$ cat config.mk
export PLATFORM = sky130hd
export DESIGN_NAME = ifetch_queue
export DESIGN_NICKNAME = d
export VERILOG_FILES = /design/src/rtl/ifetch_queue_pkg.sv /design/src/rtl/ifetch_queue_fetch_fifo.sv /design/src/rtl/ifetch_queue.sv
export SDC_FILE = /design/constraint.sdc
export NUM_CORES = 1
export LEC_CHECK = 0
export BUFFER_PORTS_ARGS = -buffer_cell sky130_fd_sc_hd__buf_2
export CAP_MARGIN = 10
export CORE_MARGIN = 3
export CORE_UTILIZATION = 50
export DETAILED_ROUTE_END_ITERATION = 16
export PLACE_DENSITY = 0.71
export SLEW_MARGIN = 10
export SYNTH_ARGS = -nofsm -noshare
export SYNTH_HDL_FRONTEND = slang
export SYNTH_SLANG_ARGS = --single-unit
$ cat constraint.sdc
create_clock -name clk -period 3.3 [get_ports clk]
set_clock_uncertainty 0.05 [all_clocks]
set_input_delay 0.165 -clock clk [delete_from_list [all_inputs] [get_ports clk]]
set_output_delay 0.165 -clock clk [all_outputs]
set_load 0.05 [all_outputs]
$ cat src/rtl/ifetch_queue_pkg.sv
// Shared definitions for the prefetching instruction-fetch unit.
// Holds the FSM state encoding and the default bus widths.
package ifetch_queue_pkg;

  localparam int unsigned DEF_DATA_W = 16;
  localparam int unsigned DEF_ADDR_W = 16;

  typedef enum logic [1:0] {
    IDLE = 2'd0,
    WAIT = 2'd1,
    DROP = 2'd2
  } fetch_state_e;

endpackage

$ cat src/rtl/ifetch_queue_fetch_fifo.sv
// Synchronous FIFO holding fetched {instruction, pc} pairs.
// Flush wins over push/pop; the head reads zero while the FIFO is empty.
module fetch_fifo #(
  parameter int W     = 32,
  parameter int DEPTH = 4,
  localparam int CW   = $clog2(DEPTH + 1),
  localparam int PW   = $clog2(DEPTH)
) (
  input  logic          clk,
  input  logic          reset,
  input  logic          push_i,
  input  logic          pop_i,
  input  logic          flush_i,
  input  logic [W-1:0]  data_i,
  output logic [W-1:0]  head_o,
  output logic [CW-1:0] count_o
);

  logic [W-1:0]  mem_q [DEPTH];
  logic [PW-1:0] wr_ptr_q, rd_ptr_q;
  logic [CW-1:0] count_q;
  logic          do_pop;

  assign do_pop  = pop_i && (count_q != '0);
  assign count_o = count_q;
  assign head_o  = (count_q != '0) ? mem_q[rd_ptr_q] : '0;

  always_ff @(posedge clk or posedge reset) begin
    if (reset) begin
      wr_ptr_q <= '0;
      rd_ptr_q <= '0;
      count_q  <= '0;
    end else if (flush_i) begin
      wr_ptr_q <= '0;
      rd_ptr_q <= '0;
      count_q  <= '0;
    end else begin
      if (push_i) wr_ptr_q <= wr_ptr_q + PW'(1);
      if (do_pop) rd_ptr_q <= rd_ptr_q + PW'(1);
      count_q <= count_q + CW'(push_i) - CW'(do_pop);
    end
  end

  // Storage needs no reset: the empty-gated head hides stale contents.
  always_ff @(posedge clk) begin
    if (push_i && !flush_i) mem_q[wr_ptr_q] <= data_i;
  end

endmodule

$ cat src/rtl/ifetch_queue.sv
// Prefetching fetch unit: runs the mem_en/mfc handshake and queues {word, pc}.
// Redirect flushes the queue; an in-flight response is drained and dropped.
module ifetch_queue
  import ifetch_queue_pkg::*;
#(
  parameter int DATA_W = DEF_DATA_W,
  parameter int ADDR_W = DEF_ADDR_W,
  parameter int DEPTH  = 4,
  parameter logic [ADDR_W-1:0] RESET_PC = '0,
  localparam int CW = $clog2(DEPTH + 1)
) (
  input  logic              clk,
  input  logic              reset,
  input  logic              redirect,
  input  logic [ADDR_W-1:0] redirect_pc,
  output logic              mem_en,
  output logic [ADDR_W-1:0] mem_addr,
  input  logic [DATA_W-1:0] mem_rdata,
  input  logic              mfc,
  output logic              ins_valid,
  output logic [DATA_W-1:0] ins_data,
  output logic [ADDR_W-1:0] ins_pc,
  input  logic              ins_ready,
  output logic [CW-1:0]     ins_count
);

  fetch_state_e      state_q, state_d;
  logic [ADDR_W-1:0] fetch_pc_q, fetch_pc_d;
  logic [ADDR_W-1:0] mem_addr_q, mem_addr_d;
  logic              mem_en_q, mem_en_d;
  logic              push, pop, room;

  assign ins_valid = (ins_count != '0);
  assign pop       = ins_valid && ins_ready && !redirect;
  // A request only goes out when its response is sure to find a free slot.
  assign room      = (ins_count < CW'(DEPTH)) || pop;
  assign mem_en    = mem_en_q;
  assign mem_addr  = mem_addr_q;

  always_comb begin
    state_d    = state_q;
    fetch_pc_d = fetch_pc_q;
    mem_en_d   = mem_en_q;
    mem_addr_d = mem_addr_q;
    push       = 1'b0;
    if (redirect) fetch_pc_d = redirect_pc;
    case (state_q)
      IDLE: begin
        if (!redirect && room) begin
          state_d    = WAIT;
          mem_en_d   = 1'b1;
          mem_addr_d = fetch_pc_q;
        end
      end
      WAIT: begin
        if (mfc) begin
          state_d  = IDLE;
          mem_en_d = 1'b0;
          if (!redirect) begin
            push       = 1'b1;
            fetch_pc_d = fetch_pc_q + ADDR_W'(1);
          end
        end else if (redirect) begin
          state_d = DROP;
        end
      end
      DROP: begin
        if (mfc) begin
          state_d  = IDLE;
          mem_en_d = 1'b0;
        end
      end
      default: begin
        state_d  = IDLE;
        mem_en_d = 1'b0;
      end
    endcase
  end

  always_ff @(posedge clk or posedge reset) begin
    if (reset) begin
      state_q    <= IDLE;
      fetch_pc_q <= RESET_PC;
      mem_en_q   <= 1'b0;
      mem_addr_q <= RESET_PC;
    end else begin
      state_q    <= state_d;
      fetch_pc_q <= fetch_pc_d;
      mem_en_q   <= mem_en_d;
      mem_addr_q <= mem_addr_d;
    end
  end

  fetch_fifo #(
    .W     (DATA_W + ADDR_W),
    .DEPTH (DEPTH)
  ) u_fifo (
    .clk     (clk),
    .reset   (reset),
    .push_i  (push),
    .pop_i   (pop),
    .flush_i (redirect),
    .data_i  ({mem_rdata, mem_addr_q}),
    .head_o  ({ins_data, ins_pc}),
    .count_o (ins_count)
  );

endmodule
==> impl_metrics.toml, run 1 <==
[outcome]
status = "finished, final reports clean"

[floorplan]
core-area_um2 = 13400
ios = 90
fp-row-count = 42
dieArea_um2 = 15300
start_util_pct = 51.7
die_w_um = 124
dieHeight_um = 124

[yosys]
seq_area_frac_synth_pct = 70.7
synth_flop_cell = "edfxtp_1"
synth-compound-area-share_pct = 1.70
synth_cell_type_count = 34
ys_seq_elements = 170
syn_inst = 401
synth.mux.area_fraction_pct = 14.5
synthesis.area_um2 = 6930
synthSimpleGateAreaFrac_pct = 7.48
yosysMostFrequentCell = "edfxtp_1"
ys_top_cells_by_count = "edfxtp_1 (128), dfrtp_1 (42), and2_1 (36)"
synthAdderAreaFrac_pct = 2.10
synth.avg_cell_area_um2 = 17.3
async_flop_share_pct = 24.7
synth_xor_area_share_pct = 1.90
yosys_warnings = 0
synthTopCellsByArea = "edfxtp_1 (56%), dfrtp_1 (15%), mux4_2 (10%), and2_1 (3.3%), mux2_2 (2.6%)"
synth_edf_count = 128
synth_top_area_share_pct = 55.5
yosysTopAreaCell = "edfxtp_1"
synth_top_family_by_area = "multiplexers"
syn-num-nets = 449

[setup_path]
arrival_ns = 2.40
endpoint_kind = "output pin"
max_stage_delay_ns = 0.73
startpoint_type = "flip-flop"
slowest_stage = "dfrtp_2"
crit_path_max_fanout = 17
cp_top_family = "flip-flops"
r2r_slack_ns = 0.77
crit_type = "reg2out"
path_cells = "buf_4, mux4_2, and2_1, buf_2"
path_buf_inv = 2
worstPathRequired_ns = 3.08

[cells_and_area]
n_antenna_cell = 0
drive_above_1_share_pct = 32.3
syn_to_final_growth_pct = 22.3
fin_nets = 580

[placed_design]
portBuffers = 89
dp_hpwl_um = 8060
gp_congestion = 0.808

[drt]
wire_per_inst_um = 17.8
vias = 3782
firstDrtPassIters = 4
wirelength_um = 12800
drtIter0Drc = 216
viasPerCell = 5.25
ant_nets = 0
route.detailed.drc = 0

[sta]
tns_ns = 0
max_freq_mhz = 382
relSlewSlack_pct = 40.0
setup_viol = 0
worst_pin_slew_ns = 0.901
hold_violations = 0
holdWs_ns = 0.103
rsz0062_at_grt = "false"
maxSlewViolCount = 0
min_period_over_period_pct = 79.4
period_minus_slack_ns = 2.62

[clocking]
ctsResizeCount = 0
cts_buffers = 17
cts.sinks = 170
cts_tree = "yes"
clock_latency_ns = 0.42
cts.htree.levels = 4
root_buffer = "clkbuf_16"
cts.path.max_buffers = 2
clk_pin_slew_worst_paths_ns = 0.06

[global_route]
grt_max_degree = 40
overflow = 0
grt_antenna_before_repair = 0
grt_first_pass_wirelength_um = 20300
grt_pass1_vias = 3984
grt.total_usage_pct = 18.1

[power_and_ir_drop]
leakage_nw = 3.21
p_per_area_nw_per_um2 = 898
vdd_ir_drop_max_mv = 0.704

[worst_hold_path]
min_path_type = "in2reg"

[flow_run]
max-cap-violations = 0
sequential cells by signal, indices dropped and copies added, names as in the netlist:
| signal | cells |
|---|---|
| u_fifo.mem_q | 128 |
| fetch_pc_q | 16 |
| mem_addr | 16 |
| u_fifo.count_o | 3 |
| state_q | 2 |
| u_fifo.rd_ptr_q | 2 |
| u_fifo.wr_ptr_q | 2 |
| mem_en | 1 |
worst min-delay path, stage by stage:
cell	delay, ns
buf_2	0.13
nand2_1	0.09
xor2_1	0.06
nor2_1	0.08
cells in the final DEF, fill, tap and decap left out, drive strengths merged, types with 3 or more instances in the layout:
cell type    Yosys  layout
nand2           21      21
xnor2            5       5
nand3           11      11
mux4            32      32
and2            36      36
mux2i           10      10
nor3             5       5
dlygate4sd3      0      34
a21oi            5       5
clkinv           0       9
mux2            16      16
xor2            10      10
dfrtp           42      42
buf              4      96
clkbuf          14      20
edfxtp         128     128
o21ai           11      11
inv             12      14
nor2            10      10
ha              10      10
nand4            3       3
power breakdown:
part / total [mW] / internal [mW] / switching [mW]
Combinational: 2.86 / 0.883 / 1.98
Sequential: 2.96 / 2.66 / 0.304
Clock: 1.79 / 1.03 / 0.759
per-stage QoR:
step	setup slack [ns]	utilization, %	std cells	total power, mW	area [µm²]
global placement	0.808	56.5	654	5.83	7570
detailed placement	0.753	56.5	654	5.88	7570
CTS	0.591	63.0	719	7.71	8440
finish	0.681	63.2	721	7.61	8470
floorplan	0.789	-	401	5.14	6930
global route	0.500	63.2	721	7.98	8470
cells by family (layout without fill, tap and decap cells):
logic type / Yosys count / count (layout)
compound gates: 21 / 21
xor+xnor: 15 / 15
fa+ha+maj: 11 / 11
buf+inv: 30 / 174
flops: 170 / 170
mux: 58 / 58
simple gates: 96 / 96
path summary, 6_finish.rpt:
path	cells past startpoint	endpoint	startpoint
min in group asynchronous	3	state_q[0]	reset
setup / recovery	4	ins_data[11]	u_fifo.rd_ptr_q[0]
setup reg to reg	11	u_fifo.count_o[2]	u_fifo.count_o[2]
hold / removal	4	u_fifo.rd_ptr_q[0]	ins_ready
max in group asynchronous	5	mem_addr[8]	reset
hold reg to reg	2	mem_en	mem_en
routing by layer:
layer	vias up	track usage (%)	share of wire, %
li1	1775	-	-
met1	1876	23.0	42
met2	119	29.9	50
met3	12	5.72	6.4
met4	0	5.81	1.4
met5	-	0	0
layout make-up:
type	instances	area (µm²)
multi-input cells	201	1920
clock inverters	12	98.8
well taps	176	220
fillers	993	4930
repair buffers	130	858
clock buffers	20	437
inverters	12	45.0
flip-flops and latches	170	4900
what timing repair did:
action,in CTS,in global routing
buffers inserted,0,0
hold buffers,33,1
hold endpoints to repair,81,29
(Power assumes the default switching activity.)
==> inputs of run 2 (changes only) <==
Settings changed: ABC_AREA from default to 1, PLACE_DENSITY 0.71 to 0.73.
Clock period 3.3 ns to 2.2 ns, I/O delays scaled along.
==> run 2 against run 1 <==
- the flow now finishes with violations (setup timing)
- cell count rose by 38%
- largest cell class unchanged
- global-route usage increased by 2.2 points
- largest power group is now combinational logic
- wire length grew 23%
- die area grew 3.9%
- combinational power rose by 66%
==> impl_metrics.toml, run 2 <==
[global_route]
met2_usage_pct = 33.4
overflow = 0
grt_max_degree = 66
grt_use_met3_pct = 4.71
grt_pass1_vias = 5016
use_met1_pct = 26.4
grt.total_usage_pct = 20.3
grt_busiest_layer = "met2"
grt_first_pass_wirelength_um = 25200
grt_antenna_before_repair = 0

[yosys]
synth_top_area_share_pct = 53.3
synthesis.area_um2 = 7210
syn-num-nets = 717
async_flop_share_pct = 24.7
ys_seq_elements = 170
yosysTopAreaCell = "edfxtp_1"
yosysMostFrequentCell = "nor2_1"
synth_cell_type_count = 29
synth_flop_cell = "edfxtp_1"
synth.avg_cell_area_um2 = 10.8
synth_edf_count = 128
seq_area_frac_synth_pct = 67.9
syn_inst = 669
ys_top_cells_by_count = "nor2_1 (152), edfxtp_1 (128), o21ai_0 (101)"
yosys_warnings = 0
synthTopCellsByArea = "edfxtp_1 (53%), dfrtp_1 (15%), nor2_1 (7.9%), o21ai_0 (7.0%), nand2_1 (3.9%)"

[sta]
worst_pin_slew_ns = 0.555
min_period_over_period_pct = 101
holdWs_ns = 0.0182
setup_viol = 1
maxSlewViolCount = 0
relSlewSlack_pct = 63.0
hold_violations = 0
rsz0062_at_grt = "true"
period_minus_slack_ns = 2.22
tns_ns = -0.0154
timing.final.ws_setup_ns = -0.0154
max_freq_mhz = 451

[cells_and_area]
postLayoutCellArea_um2 = 9000
regMostFlops = "u_fifo.mem_q"
syn_to_final_growth_pct = 24.8
final_core_util_pct = 64.3
fin_nets = 851
layout_commonest_cell = "nor2_1"
drive_above_1_share_pct = 20.3
fillCellCount = 1064
final_cell_mix = "nor2_1 (147), edfxtp_1 (128), o21ai_0 (101), buf_2 (84), nand2_1 (73)"
largest_reg_flops = 128
n_antenna_cell = 0
stdcell_count = 996

[drt]
wirelength_um = 15800
vias = 5239
viasPerCell = 5.26
firstDrtPassIters = 4
ant_nets = 0
drtIter0Drc = 388
wire_per_inst_um = 15.9
route.detailed.drc = 0

[power_and_ir_drop]
vdd_ir_drop_max_mv = 0.897
leakage_nw = 3.66
power_mw = 12.3
p_per_area_nw_per_um2 = 1360

[placed_design]
gp_congestion = 0.856
dp_hpwl_um = 10200
portBuffers = 89
place_ws_ns = -0.0296
numPlacedInstances = 927
place_area_um2 = 7980

[floorplan]
die_w_um = 126
start_util_pct = 51.5
dieHeight_um = 126
ios = 90
fp-row-count = 43
core-area_um2 = 14000
dieArea_um2 = 15900

[setup_path]
reg2regPathDepth = 13
r2r-start = "u_fifo.count_o[2]"
arrival_ns = 2.50
rr_endpoint = "u_fifo.count_o[2]"
r2r_slack_ns = -0.02
crit_path_max_fanout = 3
endpoint_kind = "flip-flop"
startpoint_type = "flip-flop"
worstPathRequired_ns = 2.48
crit_type = "reg2reg"

[clocking]
root_buffer = "clkbuf_16"
cts.path.max_buffers = 2
cts_buffers = 17
cts.htree.levels = 4
clk_pin_slew_worst_paths_ns = 0.06
cts_tree = "yes"
clock_latency_ns = 0.42
cts.sinks = 170

[outcome]
status = "complete, but fails checks"
violations = "setup timing"

[worst_hold_path]
min_delay_path_depth = 5
min_path_type = "in2reg"
worstHoldEndpoint = "fetch_pc_q[11]"
min_from = "redirect_pc[11]"

[flow_run]
max-cap-violations = 0
[run 2: changes by cell type after synthesis, sizes merged, moves of 10 or more]
cell / previous run / this run
buf: 4 / 19
xor2: 10 / 0
mux4: 32 / 0
nor2: 10 / 157
a21oi: 5 / 39
mux2: 16 / 0
o21ai: 11 / 103
mux2i: 10 / 0
and2: 36 / 0
nand2: 21 / 76
inv: 12 / 50
[run 2: final cells by class]
class / count / area, µm² / area share (%)
flip-flops and latches: 170 / 4900 / 54.4
multi-input cells: 417 / 2010 / 22.4
repair buffers: 147 / 1040 / 11.5
clock buffers: 23 / 458 / 5.09
well taps: 180 / 225 / 2.50
inverters: 50 / 194 / 2.15
clock inverters: 9 / 171 / 1.90
[run 2: worst max path at each step]
| stage | to | depth (start not counted) | slack, ns | from |
|---|---|---|---|---|
| 6_report | u_fifo.count_o[2] | 13 | -0.02 | u_fifo.count_o[2] |
| 5_1_grt | u_fifo.count_o[2] | 13 | -0.12 | u_fifo.count_o[2] |
| 4_1_cts | u_fifo.count_o[2] | 13 | 0.003 | u_fifo.count_o[2] |
| 3_5_place_dp | u_fifo.count_o[2] | 13 | -0.03 | u_fifo.count_o[2] |
| 3_3_place_gp | u_fifo.count_o[2] | 13 | 0.06 | u_fifo.count_o[2] |
| 2_1_floorplan | u_fifo.count_o[2] | 13 | -0.36 | u_fifo.count_o[1] |
[run 2: power breakdown]
part,switching [mW],internal [mW],total [mW]
clock network,1.13,2.04,3.17
logic,3.60,1.16,4.76
registers,0.372,3.98,4.35
[run 2: repair_timing]
item,in CTS,in global routing
endpoints found under the hold margin,125,0
resized for setup,1,11
buffers inserted,2,3
pin swaps,1,2
endpoints found under the setup margin,3,13
hold buffers,33,0
[run 2: logic make-up after synthesis]
family                     synth area share [%]
AOI/OAI and AO/OA                          10.4
adders and majority gates                  2.01
buffers and inverters                      5.00
DFF                                        67.9
and+or+nand+nor                            14.7
[run 2: routing by layer]
layer,share of wire [%],routed length [µm]
met4,1.6,257
met5,0,0
met3,5.8,908
met2,49,7750
met1,44,6880
[run 2: critical path, stage by stage, from the launching register on]
cell and delay (ns):
dfrtp_2 0.41, inv_2 0.08, nand2_4 0.07, nor2_4 0.13, clkinvlp_4 0.12, nand2_2 0.08
nor2_1 0.04, ha_1 0.28, inv_1 0.07, ha_1 0.13, inv_1 0.05, fa_2 0.34
and3_4 0.18, nor3_2 0.10
==> inputs of run 3 (changes only) <==
Settings changed: CTS_CLUSTER_SIZE from default to 28, PLACE_DENSITY 0.73 to 0.79.
==> run 3 against run 2 <==
- the run now ends clean
- via count grew 1.6%
- wire length rose by 5.5%
- clock-buffer cell count decreased by 4
==> impl_metrics.toml, run 3 (same netlist as run 2, synthesis figures left out) <==
[global_route]
grt_antenna_before_repair = 0
grt_max_degree = 65
grt_use_met3_pct = 4.83
grt.total_usage_pct = 20.5
met2_usage_pct = 33.9
use_met1_pct = 26.6
grt_first_pass_wirelength_um = 25700
overflow = 0
grt_pass1_vias = 5116
grt_busiest_layer = "met2"

[sta]
timing.final.ws_setup_ns = 0.0736
maxSlewViolCount = 0
worst_pin_slew_ns = 0.556
hold_violations = 0
setup_viol = 0
period_minus_slack_ns = 2.13
relSlewSlack_pct = 62.9
rsz0062_at_grt = "true"
min_period_over_period_pct = 96.7
tns_ns = 0
max_freq_mhz = 470

[placed_design]
place_area_um2 = 8020
place_ws_ns = -0.0238
dp_hpwl_um = 10200
numPlacedInstances = 928
gp_congestion = 0.864
portBuffers = 89

[worst_hold_path]
min_path_type = "in2reg"
min_delay_path_depth = 5
worstHoldEndpoint = "fetch_pc_q[13]"
min_from = "redirect_pc[13]"

[flow_run]
max-cap-violations = 0

[clocking]
clk_pin_slew_worst_paths_ns = 0.06
cts_buffers = 17
clock_latency_ns = 0.42
cts.htree.levels = 4
cts.sinks = 170
cts.path.max_buffers = 2
root_buffer = "clkbuf_16"
cts_tree = "yes"

[power_and_ir_drop]
p_int_mw = 7.38
power_mw = 12.6
leakage_nw = 3.73
clkPwrFrac_pct = 26.1
vdd_ir_drop_max_mv = 0.647
swShare_pct = 41.4
seqPwrFrac_pct = 34.7
p_switching_mw = 5.22
combPwrFrac_pct = 39.1
p_per_area_nw_per_um2 = 1380

[cells_and_area]
seq_area_um2 = 4900
stdcell_count = 999
fillCellCount = 1064
syn_to_final_growth_pct = 26.7
largest_reg_flops = 128
layout_commonest_cell = "nor2_1"
multi_input_area_um2 = 2010
fin_nets = 855
regMostFlops = "u_fifo.mem_q"
postLayoutCellArea_um2 = 9130
drive_above_1_share_pct = 20.8
n_antenna_cell = 0
final_cell_mix = "nor2_1 (148), edfxtp_1 (128), o21ai_0 (101), buf_2 (83), nand2_1 (73)"

[setup_path]
rr_endpoint = "u_fifo.count_o[2]"
r2r_slack_ns = 0.08
r2r-start = "u_fifo.count_o[2]"
worstPathRequired_ns = 2.04
crit_path_max_fanout = 32
reg2regPathDepth = 13
arrival_ns = 1.97
crit_type = "reg2out"
startpoint_type = "flip-flop"
endpoint_kind = "output pin"

[drt]
route.detailed.drc = 0
drtIter0Drc = 432
viasPerCell = 5.33
ant_nets = 0
firstDrtPassIters = 5
wirelength_um = 16600
vias = 5321
wire_per_inst_um = 16.7

[floorplan]
fp-row-count = 43
dieHeight_um = 126
die_w_um = 126
start_util_pct = 51.5
ios = 90
core-area_um2 = 14000
dieArea_um2 = 15900

[outcome]
status = "finished, final reports clean"
## run 3: changes by cell type in the layout (fill, tap and decap cells not counted), sizes merged
| cell | previous run | this run |
|---|---|---|
| bufinv | 5 | 6 |
| clkbuf | 26 | 22 |
| clkinv | 3 | 5 |
| buf | 111 | 114 |
| dlygate4sd3 | 33 | 34 |
## run 3: repair_timing
| item | CTS | global route |
|---|---|---|
| endpoints found under the hold margin | 125 | 0 |
| hold buffers | 34 | 0 |
| gates cloned | 0 | 2 |
| endpoints found under the setup margin | 22 | 25 |
| setup buffers | 1 | 3 |
| resized for setup | 6 | 6 |
| pin swaps | 1 | 3 |
## run 3: worst max-delay path: stages (launching register included)
cell and delay (ns):
dfrtp_4 0.55, inv_4 0.13, buf_12 0.19, o21ai_0 0.11, a21oi_1 0.24, buf_2 0.31
## run 3: worst max path at each step
| stage | start | end | slack, ns | depth (start not counted) |
|---|---|---|---|---|
| floorplan | u_fifo.count_o[1] | u_fifo.count_o[2] | -0.36 | 13 |
| global placement | u_fifo.count_o[2] | u_fifo.count_o[2] | 0.07 | 13 |
| detailed placement | u_fifo.count_o[2] | u_fifo.count_o[2] | -0.02 | 13 |
| CTS | u_fifo.count_o[2] | u_fifo.count_o[2] | 0.003 | 13 |
| global route | u_fifo.count_o[2] | u_fifo.count_o[2] | -0.02 | 13 |
| finish | u_fifo.rd_ptr_q[0] | ins_pc[15] | 0.07 | 5 |
## run 3: cell type report
| type | count | share of cell area (%) |
|---|---|---|
| multi-input combinational | 417 | 22.0 |
| sequential | 170 | 53.7 |
| tap | 180 | 2.47 |
| clock inverter | 12 | 2.44 |
| clock buffer | 19 | 4.74 |
| inverter | 50 | 2.12 |
| timing repair buffer | 151 | 12.5 |
## run 3: metrics by stage
stage,utilization (%),hold slack [ns]
global placement,57.4,0.222
detailed placement,57.4,0.231
global route,65.3,0.0226
floorplan,-,0.159
CTS,64.7,0.00521
finish,65.3,0.0207
## run 3: per-layer routing
layer  share of wire [%]  vias to the layer above
met1                  42                     2533
met5                   0                        -
met2                  50                      217
met4                 1.5                        0
met3                 6.1                       25
li1                    -                     2546
## run 3: power groups by stage
stage | sequential [mW] | clock [mW] | combinational [mW]
3_5_place_dp | 4.46 | 0 | 4.61
2_1_floorplan | 4.87 | 0 | 2.93
6_report | 4.38 | 3.29 | 4.93
3_3_place_gp | 4.43 | 0 | 4.54
5_1_grt | 4.43 | 3.46 | 5.28
4_1_cts | 4.39 | 3.33 | 4.75
